$ cat src/rtl/tdm_pkg.sv
// Shared definitions for the 4-slot TDM demultiplexer.
//   tdm_state_e : framing FSM states (HUNT searches for sync, LOCKED tracks slots)
//   NUM_SLOTS   : slots per frame
//   SLOT_W      : width of the slot index
package tdm_pkg;

    typedef enum logic {
        ST_HUNT   = 1'b0,
        ST_LOCKED = 1'b1
    } tdm_state_e;

    localparam int NUM_SLOTS = 4;
    localparam int SLOT_W    = 2;

endpackage : tdm_pkg

$ cat src/rtl/tdm_slot_counter.sv
// Slot index counter for the TDM demultiplexer.
// Ports:
//   clk, rst_n : clock and asynchronous active-low reset
//   inc        : advance the slot index by one (natural 2-bit wrap)
//   load1      : slot 0 was just captured, next expected slot is 1
//   clr        : return to slot 0
//   slot       : registered slot index expected on the next enabled cycle
// Priority: clr > load1 > inc > hold.
module tdm_slot_counter
    import tdm_pkg::*;
(
    input  logic              clk,
    input  logic              rst_n,
    input  logic              inc,
    input  logic              load1,
    input  logic              clr,
    output logic [SLOT_W-1:0] slot
);

    // Slot index register with clear / load-to-1 / increment controls
    always_ff @(posedge clk or negedge rst_n) begin
        if (!rst_n) begin
            slot <= {SLOT_W{1'b0}};
        end else if (clr) begin
            slot <= {SLOT_W{1'b0}};
        end else if (load1) begin
            slot <= SLOT_W'(1);
        end else if (inc) begin
            slot <= slot + SLOT_W'(1);
        end else begin
            slot <= slot;
        end
    end

endmodule : tdm_slot_counter

$ cat src/rtl/tdm_demux4.sv
// 4-slot TDM demultiplexer: recovers the slot index from a sync-marked
// stream and publishes complete frames on four channel registers.
// Ports:
//   clk, rst_n   : clock and asynchronous active-low reset
//   din          : multiplexed slot data, sampled when en=1
//   sync         : marks the slot-0 sample of a frame (qualified by en)
//   en           : one slot consumed per cycle with en=1
//   o0..o3       : channel data of the last complete frame
//   s            : slot index expected on the next enabled cycle
//   valid        : one-cycle pulse when o0..o3 are updated
//   locked       : high while the framing FSM is LOCKED
//   sync_err     : one-cycle pulse on a missing or early sync
module tdm_demux4
    import tdm_pkg::*;
#(
    parameter int WIDTH = 1
) (
    input  logic              clk,
    input  logic              rst_n,
    input  logic [WIDTH-1:0]  din,
    input  logic              sync,
    input  logic              en,
    output logic [WIDTH-1:0]  o0,
    output logic [WIDTH-1:0]  o1,
    output logic [WIDTH-1:0]  o2,
    output logic [WIDTH-1:0]  o3,
    output logic [SLOT_W-1:0] s,
    output logic              valid,
    output logic              locked,
    output logic              sync_err
);

    localparam logic [SLOT_W-1:0] LAST_SLOT = SLOT_W'(NUM_SLOTS - 1);

    tdm_state_e       state_r;
    tdm_state_e       next_state_s;
    logic [WIDTH-1:0] shadow0_r;
    logic [WIDTH-1:0] shadow1_r;
    logic [WIDTH-1:0] shadow2_r;
    logic             cap0_s;
    logic             cap1_s;
    logic             cap2_s;
    logic             publish_s;
    logic             err_s;
    logic             cnt_inc_s;
    logic             cnt_load_s;
    logic             cnt_clr_s;

    tdm_slot_counter u_slot_counter (
        .clk   (clk),
        .rst_n (rst_n),
        .inc   (cnt_inc_s),
        .load1 (cnt_load_s),
        .clr   (cnt_clr_s),
        .slot  (s)
    );

    // Framing FSM state register
    always_ff @(posedge clk or negedge rst_n) begin
        if (!rst_n) begin
            state_r <= ST_HUNT;
        end else begin
            state_r <= next_state_s;
        end
    end

    // Framing FSM next state and per-cycle datapath controls
    always_comb begin
        next_state_s = state_r;
        cap0_s       = 1'b0;
        cap1_s       = 1'b0;
        cap2_s       = 1'b0;
        publish_s    = 1'b0;
        err_s        = 1'b0;
        cnt_inc_s    = 1'b0;
        cnt_load_s   = 1'b0;
        cnt_clr_s    = 1'b0;
        if (en) begin
            case (state_r)
                ST_HUNT: begin
                    if (sync) begin
                        cap0_s       = 1'b1;
                        cnt_load_s   = 1'b1;
                        next_state_s = ST_LOCKED;
                    end else begin
                        cnt_clr_s = 1'b1;
                    end
                end
                ST_LOCKED: begin
                    if (sync) begin
                        // A sync anywhere but slot 0 (slot 3 included) restarts
                        // the frame and suppresses any pending publish.
                        cap0_s     = 1'b1;
                        cnt_load_s = 1'b1;
                        if (s != {SLOT_W{1'b0}}) begin
                            err_s = 1'b1;
                        end else begin
                            err_s = 1'b0;
                        end
                    end else if (s == {SLOT_W{1'b0}}) begin
                        err_s        = 1'b1;
                        cnt_clr_s    = 1'b1;
                        next_state_s = ST_HUNT;
                    end else if (s == LAST_SLOT) begin
                        publish_s = 1'b1;
                        cnt_inc_s = 1'b1;
                    end else begin
                        cnt_inc_s = 1'b1;
                        if (s == SLOT_W'(1)) begin
                            cap1_s = 1'b1;
                        end else begin
                            cap2_s = 1'b1;
                        end
                    end
                end
                default: begin
                    next_state_s = ST_HUNT;
                    cnt_clr_s    = 1'b1;
                end
            endcase
        end else begin
            next_state_s = state_r;
        end
    end

    // Shadow registers collecting slots 0..2 of the frame in progress
    always_ff @(posedge clk or negedge rst_n) begin
        if (!rst_n) begin
            shadow0_r <= {WIDTH{1'b0}};
            shadow1_r <= {WIDTH{1'b0}};
            shadow2_r <= {WIDTH{1'b0}};
        end else begin
            if (cap0_s) begin
                shadow0_r <= din;
            end else begin
                shadow0_r <= shadow0_r;
            end
            if (cap1_s) begin
                shadow1_r <= din;
            end else begin
                shadow1_r <= shadow1_r;
            end
            if (cap2_s) begin
                shadow2_r <= din;
            end else begin
                shadow2_r <= shadow2_r;
            end
        end
    end

    // Published channel registers and status strobes
    always_ff @(posedge clk or negedge rst_n) begin
        if (!rst_n) begin
            o0       <= {WIDTH{1'b0}};
            o1       <= {WIDTH{1'b0}};
            o2       <= {WIDTH{1'b0}};
            o3       <= {WIDTH{1'b0}};
            valid    <= 1'b0;
            locked   <= 1'b0;
            sync_err <= 1'b0;
        end else begin
            if (publish_s) begin
                // Slot 3 goes straight from din; it never sits in a shadow.
                o0 <= shadow0_r;
                o1 <= shadow1_r;
                o2 <= shadow2_r;
                o3 <= din;
            end else begin
                o0 <= o0;
                o1 <= o1;
                o2 <= o2;
                o3 <= o3;
            end
            valid    <= publish_s;
            locked   <= (next_state_s == ST_LOCKED);
            sync_err <= err_s;
        end
    end

endmodule : tdm_demux4

$ cat config.mk
export PLATFORM = sky130hd
export DESIGN_NAME = tdm_demux4
export DESIGN_NICKNAME = d
export VERILOG_FILES = /design/src/rtl/tdm_pkg.sv /design/src/rtl/tdm_slot_counter.sv /design/src/rtl/tdm_demux4.sv
export SDC_FILE = /design/constraint.sdc
export NUM_CORES = 1
export LEC_CHECK = 0
export ABC_AREA = 1
export BUFFER_PORTS_ARGS = -buffer_cell sky130_fd_sc_hd__buf_4
export CAP_MARGIN = 20
export CORE_AREA = 2 2 39 41
export CTS_BUF_LIST = sky130_fd_sc_hd__clkbuf_16
export DETAILED_ROUTE_END_ITERATION = 10
export DIE_AREA = 0 0 41 43
export PLACE_DENSITY = 0.65
export SLEW_MARGIN = 10
export SYNTH_ARGS = -nofsm -noshare
export SYNTH_HDL_FRONTEND = slang
export SYNTH_SLANG_ARGS = --single-unit
$ cat constraint.sdc
create_clock -name clk -period 3.45 [get_ports clk]
set_input_delay 0.345 -clock clk [delete_from_list [all_inputs] [get_ports clk]]
set_output_delay 0.345 -clock clk [all_outputs]
set_load 0.005 [all_outputs]
; Word-level counts from Yosys, hierarchy flattened
; Index checks and enable logic that the tools add are counted.
[op_classes]
addsub = 1
bitwise_logic = 1
n_eq_ne = 2
n_reduce_logical = 3
muxes = 37
[ops]
columns = op, count
row1 = $mux 1, 32
row2 = $mux 2, 3
row3 = $pmux 1 s2, 2
row4 = $reduce_bool 3->1, 1
row5 = $add 2x1->2 const B, 1
row6 = $eq 2x1->1 const B, 1
row7 = $eq 2x2->1 const B, 1
row8 = $logic_not 2->1, 1
row9 = $reduce_bool 2->1, 1
row10 = $not 1->1, 1
[word_totals]
register_bits = 12
out_inout_bits = 9
input_bits = 5
word_cells = 55

; Logic depth before layout (Yosys ltp)
[logic_depth]
word_depth = 8
ltp_mapped = 9
ltp_nobuf = 9

; Cells and area by module
; A second synthesis with hierarchy kept.
[unflattened]
cells_unflattened = 78
hier_area_um2 = 600.6
[by_module_without_submodules]
columns = mod, area_each_um2, n_inst, cells_each, seq_area_each_um2
row1 = tdm_demux4, 493.0, 1, 62, 250.2
row2 = tdm_slot_counter, 107.6, 1, 16, 50.0

; Least setup slack after synthesis
; No wires, ideal clock.
[synth_path]
path_kind = register to register
start = register u_slot_counter.slot[0]
end = register u_slot_counter.slot[0]
path_stages_with_launch = 10
path_slack_ns = 2.151
period_less_slack_ns = 1.299
n_path_buf = 0
arrival_ns = 1.181
path_cell_list = dfrtp_1 -> inv_1 -> ha_1 -> inv_1 -> ha_1 -> nand3_1 -> nand2_1 -> inv_1 -> nand3_1 -> nand2_1
[synth_via]
elab_chain_len = 6
word_cells_on_any_way = 14
cone_classes = add/sub: 1 / mux: 11 / reduce/logical: 2
[synth_rtl]
columns = item, line
row1 = from (decl), tdm_slot_counter.sv:17  ; output logic [SLOT_W-1:0] slot
row2 = from (signal assigned), tdm_slot_counter.sv:23  ; slot <= {SLOT_W{1'b0}};
row3 = from (signal assigned), tdm_slot_counter.sv:25  ; slot <= {SLOT_W{1'b0}};
row4 = from (signal assigned), tdm_slot_counter.sv:29  ; slot <= slot + SLOT_W'(1);
row5 = $logic_not 2->1, tdm_demux4.sv:100  ; end else if (s == {SLOT_W{1'b0}}) begin
row6 = $mux 1, tdm_demux4.sv:100
row7 = $mux 1, tdm_demux4.sv:90  ; if (sync) begin
row8 = $pmux 1 s2 or $mux 1 (tied branches), tdm_demux4.sv:79  ; case (state_r)
row9 = $mux 1, tdm_demux4.sv:78  ; if (en) begin
row10 = $reduce_bool 3->1 (no source line) or $mux 2 (tied branches), n/a
; Parallel ways exist; a longest one is shown, timed or not. The select of a mux whose other input is x is not followed.
; A chain may end at the register's enable or synchronous reset.

; Final worst setup path
; Ends and elaborated chain as after synthesis.

==> impl_results.md <==
* Layout area overhead at 34.6%
* Clock latency at the later pin of the worst-skew pair at roughly 0.24 ns
* Syn nets at 78
* Reg-to-reg slack, setup at 2.07 ns
* Status: completed
* Clock Tree Buf Depth at 2
* Crit. End Element: flip-flop
* Logic pwr share at 0.249
* Antenna violations before repair at 0
* Storage cell area at between 300 and 400 um^2
* Sw frac at 0.275
* Yosys top cell by area: dfrtp_1
* Share of the synthesized area in the top cell type at 0.503
* Max Cap Viol at 0
* Post-route clock skew at about 0.0018 ns
* Final setup fails at 0
* Root Driver: clkbuf_16
* Post-synthesis mux area share at 0
* Slew @ Worst Pin at about 0.18 ns
* Drt pass-1 iters at 2
* First-pass GRT wire length at 1.67 mm
* Asr flop ratio synth at 1.00
* Remaining antenna violation count after routing at 0
* Final min period at approximately 1.4 ns
* Fraction of layout cells with a size suffix above 1 at 0.235
* Number of post-CTS setup repair buffers at 0
* WP data arrival at about 1.5 ns
* Core Area at approximately 1400 um^2
* Final net count at 97
* Switching pwr at 151 uW
* Final Hold Fails at 0
* Setup crit start kind: flip-flop
* Sequential area share after synthesis at 0.503
* Setup TNS at 0 ns
* Pwr/cell area at ~680 nW/um^2
* Top post-synthesis cells by area: dfrtp_1, nand2_1, ha_1
* Simple-gate area share of the yosys netlist at 0.254
* VDD IR max at between 0.0002 and 0.0003 V
* Fillers at 127
* PortBufs at 13
* Crit Path Max Fanout at 6
* Pin count of the biggest net entering global routing at 13
* Ports at 14
* Adder-cell share of the synthesized area at 0.126
* Gr ovfl total at 0
* Critical path class: reg -> reg
* Slew HR at 0.878
* Global-route usage over all layers at 0.141
* Synth Area in XOR/XNOR at 0
* Hpwl dp at 735 um
* Max Clk Rate at about 720 MHz
* Vias at 444
* Post-synth EDFFs at 0
* Power Internal at 397 uW
* Clock Pin Slew Worst Setup and Hold Paths at ~0.040 ns
* Synth Area in Compound Gates at 0.0461
* CTS Buf Count at 3
* FP Rows at 14
* Min-delay worst type: in -> reg
* Post-Syn Instances at 67
* Antenna diodes at 0
* Initial DRC count at 5
* List of most frequent post-synthesis cells: nand2_1, dfrtp_1, inv_1
* Main flop type after synthesis: dfrtp_1
* Post-DR vias/cell at 4.40
* Die area at 1760 um^2
* Die W at a little over 40 um
* Sequential power share at 0.367
* GPL Wtd Cong at 0.686
* Multi-input logic area at ~250 um^2
* CTS resizes at 0
* Mapped Area at just under 600 um^2
* H-Tree Depth at 1
* Number of global-route vias before repair at between 400 and 500
* Leakage at ~0.47 nW
* Seq cells post-synth at 12
* Top-count cell post-synth: nand2_1
* Drc violations at 0
* Post-cts hold buffer count at 1
* # clock sinks at 12
* RSZ-0062 raised after global routing: false
* Clock power frac at 0.385
* Required @ worst endpoint at between 3 and 4 ns
* WL final at about 940 um
* Initial core utilization at 0.431
* Post-synth cell types at 13
* Wirelength per Cell at a little over 9 um
* Main combinational cell family by area after synthesis: simple AND/OR/NAND/NOR gates
* Final period utilization at 0.400
* Yosys warns at 0
* CTS tree: done
* Total power at ~550 uW
* Fin. max-slew vios at 0
* Synthesized area per cell at a little under 9 um^2
* Die Span Y at ~43 um
==> cells in the final DEF, fill, tap and decap left out <==
cell	instances
o21a_1	1
dfrtp_1	12
clkinv_4	1
o21ai_0	1
buf_4	13
nand2_4	1
clkbuf_16	3
o21ai_1	3
nand2_2	1
dlygate4sd3_1	1
ha_1	6
clkinv_1	1
nor2_1	3
nand2_1	23
nand3_1	5
inv_1	9
nor2_4	1
==> registers in the layout, indices dropped and copies added (netlist names) <==
| register | cells |
|---|---|
| u_slot_counter.slot | 2 |
| o1 | 1 |
| shadow2_r | 1 |
| sync_err | 1 |
| o2 | 1 |
| locked | 1 |
| o3 | 1 |
| o0 | 1 |
| shadow0_r | 1 |
| shadow1_r | 1 |
| valid | 1 |
==> metal layers <==
metal / vias to the layer above / global-route usage / part of all wire
li1: 239 / - / -
met1: 189 / 0.173 / 0.46
met2: 13 / 0.216 / 0.45
met3: 3 / 0.0471 / 0.065
met4: 0 / 0.0600 / 0.021
met5: - / 0 / 0
==> layout make-up <==
type / instances / area share
Multi-Input combinational cell: 45 / 0.316
Clock inverter: 1 / 0.00467
Clock buffer: 3 / 0.0935
Inverter: 10 / 0.0530
Timing Repair Buffer: 14 / 0.134
Tap cell: 16 / 0.0249
Sequential cell: 12 / 0.374
==> per-stage QoR <==
step,worst slack [ns],hold WS [ns],utilization,std cells,area [um^2]
6_report,2.07,0.358,0.580,101,803
5_1_grt,1.88,0.374,0.580,101,803
4_1_cts,2.04,0.358,0.580,101,803
3_5_place_dp,2.06,0.193,0.516,96,714
3_3_place_gp,2.09,0.193,0.516,96,714
2_1_floorplan,2.15,0.0494,-,67,597
==> critical path, stage by stage, from the launching register on <==
cell     delay (ns)
dfrtp_1        0.42
inv_1          0.09
ha_1           0.21
inv_1          0.05
ha_1           0.14
nand3_1        0.11
nand2_1        0.10
inv_1          0.04
nand3_1        0.05
nand2_1        0.05
==> path summary, 6_finish.rpt <==
path | from | depth (start not counted) | to
max | u_slot_counter.slot[0] | 9 | u_slot_counter.slot[0]
min | en | 2 | locked
max reg2reg | u_slot_counter.slot[0] | 9 | u_slot_counter.slot[0]
min reg2reg | shadow1_r | 2 | o1
max in group asynchronous | rst_n | 2 | shadow0_r
min in group asynchronous | rst_n | 2 | shadow1_r
==> cell families after synthesis <==
logic type,Yosys count
buffers and inverters,10
flip-flops,12
AO/OA/AOI/OAI,5
AND/OR/NAND/NOR,34
adder cells (fa/ha/maj),6
==> power by group through the flow <==
stage	logic, mW	registers (mW)	clock network (mW)
2_1_floorplan	0.0770	0.202	0
3_3_place_gp	0.135	0.202	0
3_5_place_dp	0.138	0.204	0
4_1_cts	0.139	0.202	0.213
5_1_grt	0.159	0.208	0.224
6_report	0.136	0.201	0.210
Note: power is estimated with default switching activity, not from simulation.
